**src/rtl/instruction_fetch_unit.sv**
```systemverilog
// Fetch stage: owns the PC, issues in-order imem requests into a ring of reserved slots,
// and hands {instruction, pc} to decode. Redirects flush the ring and drop stale responses.
module instruction_fetch_unit #(
    parameter logic [31:0] RESET_PC = 32'h0000_0000,
    parameter int unsigned DEPTH    = 2
) (
    input  logic        clk,
    input  logic        rst,
    output logic        imem_req_valid,
    input  logic        imem_req_ready,
    output logic [31:0] imem_addr,
    input  logic        imem_resp_valid,
    input  logic [31:0] imem_resp_data,
    input  logic        redirect_valid,
    input  logic [31:0] redirect_pc,
    output logic        dec_valid,
    input  logic        dec_ready,
    output logic [31:0] dec_instruction,
    output logic [31:0] dec_pc
);
    localparam int unsigned PW = $clog2(DEPTH);
    // One extra bit so drop_cnt + occupancy cannot overflow.
    localparam int unsigned CW = PW + 2;

    typedef logic [PW:0] ptr_t;

    logic [31:0]      fetch_pc_q, fetch_pc_d;
    ptr_t             alloc_ptr_q, alloc_ptr_d;
    ptr_t             fill_ptr_q, fill_ptr_d;
    ptr_t             head_ptr_q, head_ptr_d;
    ptr_t             drop_cnt_q, drop_cnt_d;
    logic [31:0]      slot_pc_q [DEPTH];
    logic [31:0]      slot_pc_d [DEPTH];
    logic [31:0]      slot_instr_q [DEPTH];
    logic [31:0]      slot_instr_d [DEPTH];
    logic [DEPTH-1:0] slot_filled_q, slot_filled_d;

    logic [PW-1:0]    head_idx, alloc_idx, fill_idx;
    logic [CW-1:0]    alloc_cnt, occupancy;
    logic             pop, req_fire, resp_drop, resp_fill;
    logic [1:0]       unused_redirect_lsb;

    assign unused_redirect_lsb = redirect_pc[1:0];

    assign head_idx  = head_ptr_q[PW-1:0];
    assign alloc_idx = alloc_ptr_q[PW-1:0];
    assign fill_idx  = fill_ptr_q[PW-1:0];

    assign dec_valid       = !rst && !redirect_valid && slot_filled_q[head_idx]
                             && (head_ptr_q != alloc_ptr_q);
    assign dec_instruction = dec_valid ? slot_instr_q[head_idx] : 32'h0;
    assign dec_pc          = dec_valid ? slot_pc_q[head_idx] : 32'h0;
    assign pop             = dec_valid && dec_ready;

    // A slot popped this cycle can be re-allocated at the same edge, which keeps a
    // 1-cycle memory streaming at one instruction per cycle with only two slots.
    assign alloc_cnt = CW'(ptr_t'(alloc_ptr_q - head_ptr_q));
    assign occupancy = alloc_cnt - CW'(pop);

    assign imem_addr      = fetch_pc_q;
    assign imem_req_valid = !rst && !redirect_valid && (occupancy < CW'(DEPTH))
                            && ((CW'(drop_cnt_q) + occupancy) < CW'(DEPTH));

    assign req_fire  = imem_req_valid && imem_req_ready;
    assign resp_drop = imem_resp_valid && (drop_cnt_q != '0);
    assign resp_fill = imem_resp_valid && (drop_cnt_q == '0);

    always_comb begin
        fetch_pc_d    = fetch_pc_q;
        alloc_ptr_d   = alloc_ptr_q;
        fill_ptr_d    = fill_ptr_q;
        head_ptr_d    = head_ptr_q;
        drop_cnt_d    = drop_cnt_q;
        slot_pc_d     = slot_pc_q;
        slot_instr_d  = slot_instr_q;
        slot_filled_d = slot_filled_q;

        if (redirect_valid) begin
            fetch_pc_d    = {redirect_pc[31:2], 2'b00};
            fill_ptr_d    = alloc_ptr_q;
            head_ptr_d    = alloc_ptr_q;
            slot_filled_d = '0;
            // Every unfilled slot still owes a response; one arriving now is consumed here.
            drop_cnt_d    = drop_cnt_q + (alloc_ptr_q - fill_ptr_q) - ptr_t'(imem_resp_valid);
        end else begin
            if (pop) begin
                slot_filled_d[head_idx] = 1'b0;
                head_ptr_d              = head_ptr_q + ptr_t'(1);
            end
            if (req_fire) begin
                slot_pc_d[alloc_idx]     = fetch_pc_q;
                slot_filled_d[alloc_idx] = 1'b0;
                alloc_ptr_d              = alloc_ptr_q + ptr_t'(1);
                fetch_pc_d               = fetch_pc_q + 32'd4;
            end
            if (resp_drop) begin
                drop_cnt_d = drop_cnt_q - ptr_t'(1);
            end
            if (resp_fill) begin
                slot_instr_d[fill_idx]  = imem_resp_data;
                slot_filled_d[fill_idx] = 1'b1;
                fill_ptr_d              = fill_ptr_q + ptr_t'(1);
            end
        end
    end

    always_ff @(posedge clk) begin
        if (rst) begin
            fetch_pc_q    <= RESET_PC;
            alloc_ptr_q   <= '0;
            fill_ptr_q    <= '0;
            head_ptr_q    <= '0;
            drop_cnt_q    <= '0;
            slot_pc_q     <= '{default: '0};
            slot_instr_q  <= '{default: '0};
            slot_filled_q <= '0;
        end else begin
            fetch_pc_q    <= fetch_pc_d;
            alloc_ptr_q   <= alloc_ptr_d;
            fill_ptr_q    <= fill_ptr_d;
            head_ptr_q    <= head_ptr_d;
            drop_cnt_q    <= drop_cnt_d;
            slot_pc_q     <= slot_pc_d;
            slot_instr_q  <= slot_instr_d;
            slot_filled_q <= slot_filled_d;
        end
    end

endmodule

```
**config.mk**
```make
export PLATFORM = sky130hd
export DESIGN_NAME = instruction_fetch_unit
export DESIGN_NICKNAME = d
export VERILOG_FILES = /design/src/rtl/instruction_fetch_unit.sv
export SDC_FILE = /design/constraint.sdc
export NUM_CORES = 1
export LEC_CHECK = 0
export CORE_MARGIN = 4
export CORE_UTILIZATION = 53
export CTS_BUF_LIST = sky130_fd_sc_hd__clkbuf_2 sky130_fd_sc_hd__clkbuf_4 sky130_fd_sc_hd__clkbuf_8
export CTS_CLUSTER_SIZE = 24
export DETAILED_ROUTE_END_ITERATION = 8
export PLACE_DENSITY = 0.82
export SETUP_SLACK_MARGIN = 0.05
export SYNTH_ARGS = -nofsm -noshare
export SYNTH_HDL_FRONTEND = slang
export SYNTH_SLANG_ARGS = --single-unit
```
**constraint.sdc**
```tcl
create_clock -name clk -period 4.8 [get_ports clk]
set_clock_uncertainty 0.1 [all_clocks]
set_input_delay 0.96 -clock clk [delete_from_list [all_inputs] [get_ports clk]]
set_output_delay 0.96 -clock clk [all_outputs]
set_load 0.005 [all_outputs]
```
# Word-level counts from Yosys, hierarchy flattened
# Cells that the tools add are included.
[word_totals]
ff_bits = 170
out_inout_bits = 98
word_cells = 105
[classes]
addsub = 11
n_lt_le_gt_ge = 13
n_eq_ne = 1
muxes = 35
bitwise = 9
reduce_logical = 25
[ops]
columns = ["cell", "n"]
rows = [
  ["2-to-1 mux 32 bit", 12],
  ["bitwise mux 64 bit", 2],
  ["demux 32 bit (select 1 bit)", 2],
  ["adder 32 x 3 -> 32 bit, second input constant", 1],
  ["2-to-1 mux 2 bit", 11],
  ["logical AND 1 bit", 14],
  ["nonzero test 2 bit", 5],
  ["adder 2 x 1 -> 2 bit, second input constant", 3],
  [">= comparator 2 bit, second input constant", 3],
  ["less-than comparator 1 x 2 -> 1 bit, second input constant", 3],
  ["less-than comparator 3 x 2 -> 1 bit, second input constant", 2],
  ["NOT 1 -> 2 bit", 3],
  ["2-to-1 mux 1 bit", 5],
  ["bitwise AND 2 bit", 2],
  ["less-than comparator 2 x 1 -> 1 bit, second input constant", 2],
  ["NOT 2 bit", 2],
  ["AND reduction 2 bit", 2],
  ["subtractor 2 bit", 2],
  ["adder 2 x 3 -> 3 bit", 1],
  ["demux 1 bit (select 1 bit)", 3],
  [">= comparator 1 bit, second input constant", 3],
  ["subtractor 2 x 1 -> 3 bit", 1],
  ["adder 2 bit", 1],
  ["zero test 1 bit", 2],
  ["other kinds (7)", 7],
]

# Logic depth before layout (Yosys ltp)
[depth]
ltp_word = 14
mapped_depth = 16
ltp_nobuf = 13

# Worst setup path before layout
# No wires, ideal clock.
[synth_path]
kind = "input -> output"
start = "input port rst"
end = "output port imem_req_valid"
t_arrival_ps = 3388
required_time_ps = 3740
setup_slack_ps = 352
path_stages = 12
path_buffers = 2
cell_sequence = "buf_2 or2_1 clkbuf_1 a211oi_1 and2b_1 and2_1 ha_1 inv_1 fa_1 xor2_1 or3_1 nor2_1"
[synth_via]
elab_chain_cells = 9
[synth_rtl]
columns = ["element", "line", "source"]
rows = [
  ["from (decl)", "8", "input logic rst,"],
  ["zero test 1 bit *", "49, 61", ""],
  ["logical AND 1 bit *", "49, 61", ""],
  ["logical AND 1 bit", "49", "assign dec_valid = !rst && !redirect_valid && slot_filled_q[head_idx]"],
  ["logical AND 1 bit", "50", "&& (head_ptr_q != alloc_ptr_q);"],
  ["logical AND 1 bit", "53", "assign pop = dec_valid && dec_ready;"],
  ["subtractor 2 x 1 -> 3 bit", "58", "assign occupancy = alloc_cnt - CW'(pop);"],
  ["adder 2 x 3 -> 3 bit or less-than comparator 3 x 2 -> 1 bit (tied branches)", "62, 61", ""],
  ["less-than comparator 3 x 2 -> 1 bit or logical AND 1 bit (tied branches)", "62, 61", ""],
  ["logical AND 1 bit *", "62", "&& ((CW'(drop_cnt_q) + occupancy) < CW'(DEPTH));"],
  ["to (decl)", "9", "output logic imem_req_valid,"],
]
# Every way passes the cells marked *; elsewhere a longest branch is shown, timed or not.

# Final worst setup path
[layout_path]
start = "input port dec_ready"
end = "output port imem_req_valid"
[layout_via]
elab_chain_cells = 5
[layout_rtl]
columns = ["element", "line", "source"]
rows = [
  ["from (decl)", "17", "input logic dec_ready,"],
  ["logical AND 1 bit *", "53", ""],
  ["subtractor 2 x 1 -> 3 bit *", "58", ""],
  ["adder 2 x 3 -> 3 bit or less-than comparator 3 x 2 -> 1 bit (tied branches)", "62, 61", ""],
  ["less-than comparator 3 x 2 -> 1 bit or logical AND 1 bit (tied branches)", "62, 61", ""],
  ["logical AND 1 bit *", "62", ""],
]
# Marks and branches as above.

==> metrics <==
status=complete, no violations; sequential cell fraction of total power=0.524; Post-CTS Hold Fix Bufs=0; Initial Util=0.551; Worst VDD drop=0.225 mV; Post CTS Setup Buffer Count=0; PortBufs=161; Die ar.=0.0167 mm^2; Post-DRT Antenna Nets=0; final hold vios=0; RePlAce Congestion=around 0.86; crit path DAT=3.50 ns; max cap viols=0; total power=roughly 0.0028 W; P per Cell Area=between 200 and 300 mW/mm^2; clock network power share=0.337; slowest stage delay, CP=0.45 ns; period utilization=0.950; Synth Register Bits=164; Setup WS post-layout=0.238 ns; Routed WL per cell=approximately 15 um; Area Growth Syn to Fin=27.2%; initial antenna violation count=0; commonest cells after routing, fill and taps aside=nand2_1 (206), dfxtp_1 (163), clkdlybuf4s50_1 (158); Worst setup SP type=primary input; max frequency=about 0.22 GHz; Setup TNS=0 ns; Synth area leaders=dfxtp_1 (42%), mux2i_1 (13%), nand2_1 (10%); NetSw=0.000757 W; Seq/Total Area, Yosys=0.423; Final #Nets=1183; CTS HTree Levels=4; Primary FF master, synth=dfxtp_1; Die Wd=129 um; row cnt=between 40 and 50; Post-synth EDFFs=0; first-pass GRT wire length=32100 um; clk sinks=164; post_cts resized=4; layout cells sized above 1=0.0680; drc violations=0; Synth area leader=dfxtp_1; Worst slew margin=0.211; Crit Path Class=in -> out; Non-Filler Instances=about 1300; Core ar.=0.0141 mm^2; Max Slew Vio Count=0; Tmin final=4.56 ns; vias in the first global route=6502; initial drt markers=548; Gate power share=0.139; TritonCTS Buffers=17; DPL Wire Length=13700 um; CP required=3.74 ns; Async S/R FF share, synth=0; largest net degree at the start of global routing=94; Synth cell types=54; Place WS=-0.105 ns; CTS root buf=clkbuf_8; TritonRoute pass-1 iters=5; critical-path maximum fanout=3; pin slew with the least headroom to its limit=between 1 and 1.5 ns; delay-heaviest family, CP=buffers and inverters; Power Internal=0.00205 W; clock buffer depth=2; Hold WC Path Type=reg -> reg; Cells after Synth=975; number of I/O pins=168; via count=7009; RSZ-0062 raised after global routing=false; commonest non-fill, non-tap cell in the layout=nand2_1; Final setup viols=0; via-per-instance ratio=5.40; switching share of power=0.269; Total GRT Usage=0.238; CTS tree=done; share of the synthesized area in the top cell type=0.423; Die Span Y=129 um; synth warn=0; Inserted Diodes=0; Total Wirelength=20100 um; placed cell count=1266; Clk Latency, worst-skew pair=0.45 ns; Setup crit end kind=output pin; slowest CP cell=clkdlybuf4s50_1; worst path buffer plus inverter count=4; Leakage Power=3.53 nW; Mapped Area=0.00776 mm^2; crit-path cells=clkdlybuf4s50_1 > inv_1 > a211oi_2 > and2b_1 > and2_1 > ha_1 > inv_1 > fa_1 > or3_4 > nor2_2 > dlygate4sd2_1; Reg clk slew, reported paths=around 0.080 ns; remaining global-route overflow=0; most used cell along the critical path=inv_1; synthesized area per cell=around 8 um^2
## cells in the mapped netlist, types with 2 or more instances
| cell | number |
|---|---|
| nand4_1 | 14 |
| buf_4 | 4 |
| a211oi_1 | 5 |
| nor3_1 | 12 |
| xor2_1 | 12 |
| and2_1 | 4 |
| mux2i_1 | 98 |
| nor4_1 | 2 |
| a21oi_1 | 120 |
| buf_2 | 13 |
| nand4_2 | 2 |
| clkbuf_1 | 53 |
| o22ai_1 | 5 |
| fa_1 | 3 |
| inv_1 | 25 |
| o21a_1 | 16 |
| nor2b_1 | 4 |
| nor3_2 | 3 |
| nand3_1 | 17 |
| nand2_1 | 207 |
| ha_1 | 5 |
| xnor2_1 | 22 |
| nor4_2 | 2 |
| nor2_1 | 119 |
| or3_1 | 2 |
| dfxtp_1 | 164 |
| a21o_1 | 2 |
| and3_1 | 2 |
| or2_2 | 2 |
| and4_1 | 2 |
| buf_1 | 6 |
| o21ai_0 | 4 |
| nand2b_1 | 3 |
## power groups by stage
stage,sequential (W),combinational (W),clock [W]
after floorplan,0.00148,0.000238,0
final,0.00147,0.000390,0.000948
after global routing,0.00148,0.000430,0.00102
after CTS,0.00147,0.000392,0.000966
after detailed placement,0.00150,0.000386,0
after global placement,0.00150,0.000380,0
## worst min-delay path: stages (launching register included)
cell and delay [ns]:
dfxtp_1 0.31, nand2_1 0.05, a21oi_1 0.05
## cell type report
cell class	count	area, um^2
sequential	164	3290
tap	180	225
clock inverter	12	104
multi-input combinational	713	4110
inverter	25	93.8
clock buffer	20	275
fill	1191	4220
timing repair buffer	184	1790
## cells by family (layout without fill, tap and decap cells)
| family | count (synthesis) | in the layout | share of synthesized area |
|---|---|---|---|
| AOI/OAI and AO/OA | 163 | 163 | 0.118 |
| xor gates and xnor gates | 34 | 34 | 0.0383 |
| adders and majority gates | 8 | 8 | 0.0158 |
| buffers and inverters | 101 | 241 | 0.0529 |
| DFF | 164 | 164 | 0.423 |
| muxes | 98 | 98 | 0.126 |
| other | 1 | 4 | 0.000483 |
| and+or+nand+nor | 406 | 406 | 0.225 |
## routing by layer
layer,up-vias,track usage,share of wire
li1,3504,-,-
met2,199,0.386,0.49
met3,33,0.0470,0.051
met4,0,0.0809,0.023
met5,-,0,0
met1,3273,0.320,0.44
## registers in the layout, summed over array words and instances, names as in the netlist
name	flops
slot_instr_q	64
slot_pc_q	60
imem_addr	30
alloc_ptr_q	2
drop_cnt_q	2
fill_ptr_q	2
head_ptr_q	2
slot_filled_q	2
## metrics by stage
step           hold slack [ns]  utilization  instance area (um^2)
2_1_floorplan            0.336            -                  7780
3_3_place_gp             0.341        0.673                  9490
3_5_place_dp             0.346        0.673                  9490
4_1_cts                  0.358        0.701                  9880
5_1_grt                  0.374        0.701                  9880
6_report                 0.355        0.701                  9880
## final timing paths
check                                      from                            end  slack, ns  cells after the start
hold / removal    slot_instr_q[28]$_SDFFE_PP0P_  slot_instr_q[28]$_SDFFE_PP0P_       0.36                      2
setup / recovery                      dec_ready                 imem_req_valid       0.24                     11
hold reg to reg   slot_instr_q[28]$_SDFFE_PP0P_  slot_instr_q[28]$_SDFFE_PP0P_       0.36                      2
setup reg to reg    alloc_ptr_q[0]$_SDFFE_PP0N_     imem_addr[24]$_SDFFE_PP0P_       0.86                     13
Note: power is estimated with default switching activity, not from simulation.
